<file path="config.mk">
export PLATFORM = sky130hd
export DESIGN_NAME = cache_mem_arbiter
export DESIGN_NICKNAME = d
export VERILOG_FILES = /design/src/rtl/cache_mem_arbiter.sv
export SDC_FILE = /design/constraint.sdc
export NUM_CORES = 1
export LEC_CHECK = 0
export BUFFER_PORTS_ARGS = -buffer_cell sky130_fd_sc_hd__buf_2
export CORE_AREA = 2 2 106 108
export DETAILED_ROUTE_END_ITERATION = 16
export DIE_AREA = 0 0 108 110
export PLACE_DENSITY = 0.64
export SYNTH_ARGS = -nofsm -noshare
export SYNTH_HDL_FRONTEND = slang
export SYNTH_SLANG_ARGS = --single-unit
</file>
<file path="constraint.sdc">
create_clock -name clk -period 2.7 [get_ports clk]
set_input_delay 0.135 -clock clk [delete_from_list [all_inputs] [get_ports clk]]
set_output_delay 0.135 -clock clk [all_outputs]
set_load 0.02 [all_outputs]
</file>
<file path="src/rtl/cache_mem_arbiter.sv">
// Round-robin arbiter sharing one SRAM-like memory port between icache refills
// and dcache refills/writebacks, issuing each miss as a line-aligned word burst.
module cache_mem_arbiter #(
    parameter int BURST_LEN = 8,
    parameter int CNT_W     = 3
) (
    input  logic        clk,
    input  logic        rst,
    input  logic        ic_req,
    input  logic [31:0] ic_addr,
    output logic        ic_rvalid,
    output logic [31:0] ic_rdata,
    output logic        ic_done,
    input  logic        dc_req,
    input  logic        dc_wr,
    input  logic [31:0] dc_addr,
    input  logic [31:0] dc_wdata,
    output logic        dc_wready,
    output logic        dc_rvalid,
    output logic [31:0] dc_rdata,
    output logic        dc_done,
    output logic        mem_req,
    output logic        mem_wr,
    output logic [31:0] mem_addr,
    output logic [31:0] mem_wdata,
    input  logic        mem_addr_ok,
    input  logic        mem_data_ok,
    input  logic [31:0] mem_rdata
);
    localparam logic [1:0] S_IDLE    = 2'd0;
    localparam logic [1:0] S_ADDR    = 2'd1;
    localparam logic [1:0] S_DATA    = 2'd2;
    localparam logic [1:0] S_RELEASE = 2'd3;

    localparam logic OWN_IC = 1'b0;
    localparam logic OWN_DC = 1'b1;

    localparam logic [31:0]      LINE_MASK = ~((32'(BURST_LEN) << 2) - 32'd1);
    localparam logic [CNT_W-1:0] CNT_LAST  = CNT_W'(BURST_LEN - 1);

    logic [1:0]       r_state;
    logic [CNT_W-1:0] r_cnt;
    logic             r_last_owner;
    logic             r_owner;
    logic             r_wr;
    logic [31:0]      r_base;

    logic             w_any_req;
    logic             w_grant_dc;
    logic             w_in_addr;
    logic             w_data_ok;
    logic             w_last;
    logic             w_done;

    // On a tie the requester that did not own the previous burst wins.
    assign w_any_req  = ic_req | dc_req;
    assign w_grant_dc = dc_req & (~ic_req | (r_last_owner == OWN_IC));

    assign w_in_addr = (r_state == S_ADDR);
    // Gating with rst keeps a completion from leaking out in the reset cycle.
    assign w_data_ok = (r_state == S_DATA) & mem_data_ok & rst;
    assign w_last    = (r_cnt == CNT_LAST);
    assign w_done    = w_data_ok & w_last;

    always_ff @(posedge clk) begin
        if (!rst) begin
            r_state      <= S_IDLE;
            r_cnt        <= '0;
            r_last_owner <= OWN_IC;
            r_owner      <= OWN_IC;
            r_wr         <= 1'b0;
            r_base       <= '0;
        end else begin
            case (r_state)
                S_IDLE: begin
                    if (w_any_req) begin
                        r_owner <= w_grant_dc ? OWN_DC : OWN_IC;
                        r_wr    <= w_grant_dc & dc_wr;
                        r_base  <= (w_grant_dc ? dc_addr : ic_addr) & LINE_MASK;
                        r_cnt   <= '0;
                        r_state <= S_ADDR;
                    end
                end
                S_ADDR: begin
                    if (mem_addr_ok) begin
                        r_state <= S_DATA;
                    end
                end
                S_DATA: begin
                    if (mem_data_ok) begin
                        if (w_last) begin
                            r_last_owner <= r_owner;
                            r_state      <= S_RELEASE;
                        end else begin
                            r_cnt   <= r_cnt + 1'b1;
                            r_state <= S_ADDR;
                        end
                    end
                end
                S_RELEASE: r_state <= S_IDLE;
                default:   r_state <= S_IDLE;
            endcase
        end
    end

    // The word offset is ORed into the cleared low bits, so it never carries out of the line.
    assign mem_req   = w_in_addr;
    assign mem_wr    = w_in_addr & r_wr;
    assign mem_addr  = w_in_addr ? (r_base | {{(30 - CNT_W){1'b0}}, r_cnt, 2'b00}) : 32'd0;
    assign mem_wdata = w_in_addr ? dc_wdata : 32'd0;

    assign ic_rdata  = mem_rdata;
    assign dc_rdata  = mem_rdata;

    assign ic_rvalid = w_data_ok & (r_owner == OWN_IC) & ~r_wr;
    assign ic_done   = w_done & (r_owner == OWN_IC);
    assign dc_rvalid = w_data_ok & (r_owner == OWN_DC) & ~r_wr;
    assign dc_wready = w_data_ok & (r_owner == OWN_DC) & r_wr;
    assign dc_done   = w_done & (r_owner == OWN_DC);

endmodule
</file>
* Yosys cells after proc, flatten, opt, wreduce, memory -nomap -nowiden *
Cells that the tools add are included.

storage, ports and cells
  output and inout bits = 135
  memories kept = 0
  latch bits = 0
  bits in read-only memories = 0
  RAM bits = 0
  bits in registers = 35

operators by class
  bitwise operators = 20
  add/sub/neg operators = 1
  shift-type cells = 0
  magnitude comparators = 0
  multiplexer cells = 13
  multipliers = 0
  div/mod/pow operators = 0
  equality and inequality tests = 8
  reductions and logical operators = 6

operators with widths
  kind                                                             count
  32-bit two-way mux                                               3
  32-bit by 5-bit OR with 32-bit output                            1
  1-bit bitwise AND                                                13
  3-bit two-way mux                                                3
  2-bit two-way mux                                                4
  2-bit != test, second input constant                             4
  2-bit one-hot mux with 4 select lines                            1
  3-bit one-hot mux with 2 select lines                            1
  3-bit AND reduction                                              2
  2-bit == test, second input constant                             2
  1-bit NOT                                                        4
  4-bit AND reduction                                              1
  3-bit by 1-bit adder with 3-bit output, second input constant    1
  3-bit == test, second input constant                             1
  2-bit by 1-bit == test with 1-bit output, second input constant  1
  2-bit logical NOT                                                1
  1-bit OR                                                         2
  2-bit AND reduction                                              1
  2-bit nonzero test                                               1
  1-bit two-way mux                                                1

* Longest topological paths before layout *
  depth in word-level cells = 5
  gate-level depth with buffers = 5

* Worst setup path before layout *
OpenSTA, ideal clock, no wires.

  path kind = reg2out
  start point = register r_state[1]
  end point = output ic_done
  buffers on the path = 0
  cell stages (with the launch flop) = 4
  arrival = 1.262 ns
  path slack = 1.303 ns
  cells stage by stage = dfxtp_1 > and3b_1 > nand2_1 > nor3b_1

on the way
  cells in the longest elaborated chain, start to end = 5

RTL lines
  item                            line  RTL
  start: declaration              41    logic [1:0] r_state;
  start signal: assignment        67    r_state <= S_IDLE;
  start signal: assignment        81    r_state <= S_ADDR;
  start signal: assignment        86    r_state <= S_DATA;
  2-bit == test                   61    assign w_data_ok = (r_state == S_DATA) & mem_data_ok & rst;
  1-bit bitwise AND (2 in a row)  61
  1-bit bitwise AND               63    assign w_done = w_data_ok & w_last;
  1-bit bitwise AND               116   assign ic_done = w_done & (r_owner == OWN_IC);
  end: declaration                13    output logic ic_done,

Every way passes these cells.

* Final worst setup path *
Same ends and word-level chain as after synthesis.

==> run_results.csv <==
group,metric,value,unit
logic_synthesis,synthAdderAreaFrac,1.36,%
global_routing,grt_max_degree,43,
global_routing,grt-ovfl-total,0,
die,die_area,11900,um^2
global_routing,grt_usage,13.4,%
logic_synthesis,synth_edf_count,0,
place,placed_area,3170,um^2
setup_path,critPathLaunchType,"flop",
detailed_routing,drc,0,
die,rows,38,
cts,tritoncts,"built",
timing,max_freq,0.510,GHz
setup_path,crit_fanout,9,
timing,finClkSkew,0.00586,ns
setup_path,criticalPathCategory,"reg -> out",
die,ioPinCount,270,
logic_synthesis,synth-xor-area-share,0,%
cts,cts-resized-gates,0,
cts,cts-htree-levels,2,
finish,stdcell_area,3250,um^2
logic_synthesis,synthTopCellsByArea,"dfxtp_1 (25%), buf_4 (20%), and2_1 (14%)",
logic_synthesis,yosysTopAreaCellShare,25.4,%
logic_synthesis,synth_top_family_by_area,"simple AND/OR/NAND/NOR gates",
detailed_routing,wirelength,8.20,mm
logic_synthesis,synth_top_area_cell,"dfxtp_1",
timing,hold_violations,0,
setup_path,crit_required,2.57,ns
logic_synthesis,synth_warnings,0,
logic_synthesis,synth_seq_cells,35,
timing,finalSetupViolCount,0,
logic_synthesis,synth_area,2760,um^2
detailed_routing,ant_nets,0,
timing,worstMarginPinSlew,0.909,ns
die,die_x,108,um
logic_synthesis,synth-compound-area-share,21.7,%
timing,finalSetupTns,0,ns
detailed_routing,viasPerCell,4.50,
setup_path,cp-end-kind,"output pin",
finish,area_growth,18.1,%
timing,rsz0062_at_grt,"false",
cts,clock-root-buffer,"clkbuf_8",
cts,cts_hold_buf,0,
global_routing,grt_pass1_vias,2526,
cts,post-cts-setup-buffers,0,
finish,layout-drive-gt1-share,46.2,%
power,vdd_ir_drop_max,0.000149,V
logic_synthesis,ys_seq_area_share,25.4,%
place,hpwlAfterDp,6.02,mm
die,fp.coreArea,10700,um^2
logic_synthesis,postSynthCellCount,347,
global_routing,antenna_found_initial,0,
cts,cts-buffers-inserted,5,
timing,drv_slew,0,
timing,max_slew_margin,39.3,%
place,place.gp.congestion,0.695,
logic_synthesis,ys.flop_type,"dfxtp_1",
cts,cts_buffer_depth,2,
logic_synthesis,postSynth.asyncResetShare,0,%
power,p_leak,0.00164,uW
place,port_buffers,161,
global_routing,grt_pass1_wl,12.3,mm
detailed_routing,first_iter_violations,77,
detailed_routing,vias,2581,
setup_path,critPathArrivalTime,1.83,ns
logic_synthesis,syn_avg_cell_area,7.94,um^2
run_status,status,"finished clean",
power,powerDensity,461,nW/um^2
logic_synthesis,yosysUniqueCellTypes,32,
min_path,hold_path_class,"in -> reg",
logic_synthesis,muxShareOfSynthArea,0,%
run,cap_violations,0,
timing,fin_crit,1.96,ns
cts,clk_latency,0.29,ns
finish,nNetsFinal,570,
cts,cts_sinks,35,
detailed_routing,wl_per_cell,14.3,um
detailed_routing,first_pass_iters,4,
timing,hold_ws,0.106,ns
die,die_h,110,um
finish,num_antenna_cells,0,
die,start_util,25.8,%
cts,clkTransAtPathRegs,0.08,ns
logic_synthesis,synth_simple_gate_area_share,27.4,%
timing,fin_crit_sh,72.6,%
==> stage by stage <==
step	worst slack, ns	utilization, %	power (uW)	std cells
global route	0.542	30.4	1600	573
CTS	0.691	30.4	1530	573
floorplan	1.30	-	1090	348
global placement	0.918	29.6	1120	565
finish	0.740	30.4	1500	573
detailed placement	0.878	29.6	1130	565
==> sequential cells by signal, summed over array words and instances, names as in the netlist <==
name and flops:
r_wr 1, r_last_owner 1, r_state 2, r_base 27, r_owner 1, r_cnt 3
==> cells by family (layout without fill, tap and decap cells) <==
| family | after synthesis | after routing |
|---|---|---|
| AO/OA/AOI/OAI | 69 | 69 |
| adder cells (fa/ha/maj) | 3 | 3 |
| buffers and inverters | 93 | 178 |
| flip-flops | 35 | 35 |
| other | 1 | 2 |
| AND/OR/NAND/NOR | 146 | 146 |
==> Yosys cell counts (4+ instances only) <==
| cell | instances |
|---|---|
| buf_2 | 12 |
| and2_1 | 63 |
| a21oi_1 | 32 |
| a311oi_1 | 7 |
| a311oi_2 | 20 |
| dfxtp_1 | 35 |
| nor2_1 | 7 |
| nand2_1 | 62 |
| o21ai_0 | 4 |
| buf_4 | 73 |
==> path summary, 6_finish.rpt <==
| kind | from | to | slack, ns | cells after the start |
|---|---|---|---|---|
| min reg2reg | r_base[24] | r_base[24] | 0.51 | 2 |
| max reg2reg | r_state[1] | r_base[28] | 0.88 | 4 |
| max | r_state[1] | ic_done | 0.74 | 4 |
| min | ic_addr[20] | r_base[20] | 0.11 | 3 |
==> critical path, cell delays in order, from the launching register on <==
cell and delay [ns]:
dfxtp_1 0.53, and3b_1 0.32, nand2_1 0.10, nor3b_1 0.35, buf_2 0.24
==> power by group <==
part,total [uW],internal [uW],switching (uW)
Clock,386,177,209
Combinational,514,213,301
Sequential,599,569,30.6
Total,1500,958,541
==> layout make-up <==
cell class	instances	area, um^2
fill	1149	7440
multi-input combinational	220	1420
tap	140	175
timing repair buffer	168	871
sequential	35	701
inverter	2	7.51
clock inverter	3	15.0
clock buffer	5	68.8
==> layer usage <==
metal / GRT usage (%) / vias up / part of all wire, %
met5: 0 / - / 0
met4: 4.40 / 0 / 1.5
met3: 3.29 / 18 / 9.0
met2: 25.1 / 132 / 50
met1: 14.8 / 1163 / 40
li1: - / 1268 / -
==> placed cells by master (no fill, tap or decap) <==
cell and instances:
inv_1 2, a21oi_1 32, nand3b_1 1, and4_1 1, dfxtp_1 35, clkbuf_8 5
a311oi_2 20, buf_12 1, o211ai_1 1, and2_1 63, and3b_1 1, nor3_1 1
nand3_1 2, and3_1 1, nor2b_4 1, nand2_1 62, nand2b_1 1, conb_1 2
a31o_1 1, clkinv_2 3, a41o_1 2, or2_1 2, buf_2 161, o21ai_0 4
nor2_4 1, a21bo_1 1, buf_4 6, nand4bb_1 1, ha_1 3, nor3b_1 1
a21boi_4 1, a311oi_1 7, nor2_2 1, nor2_1 6
No activity file was read; power rests on OpenSTA's default activity.
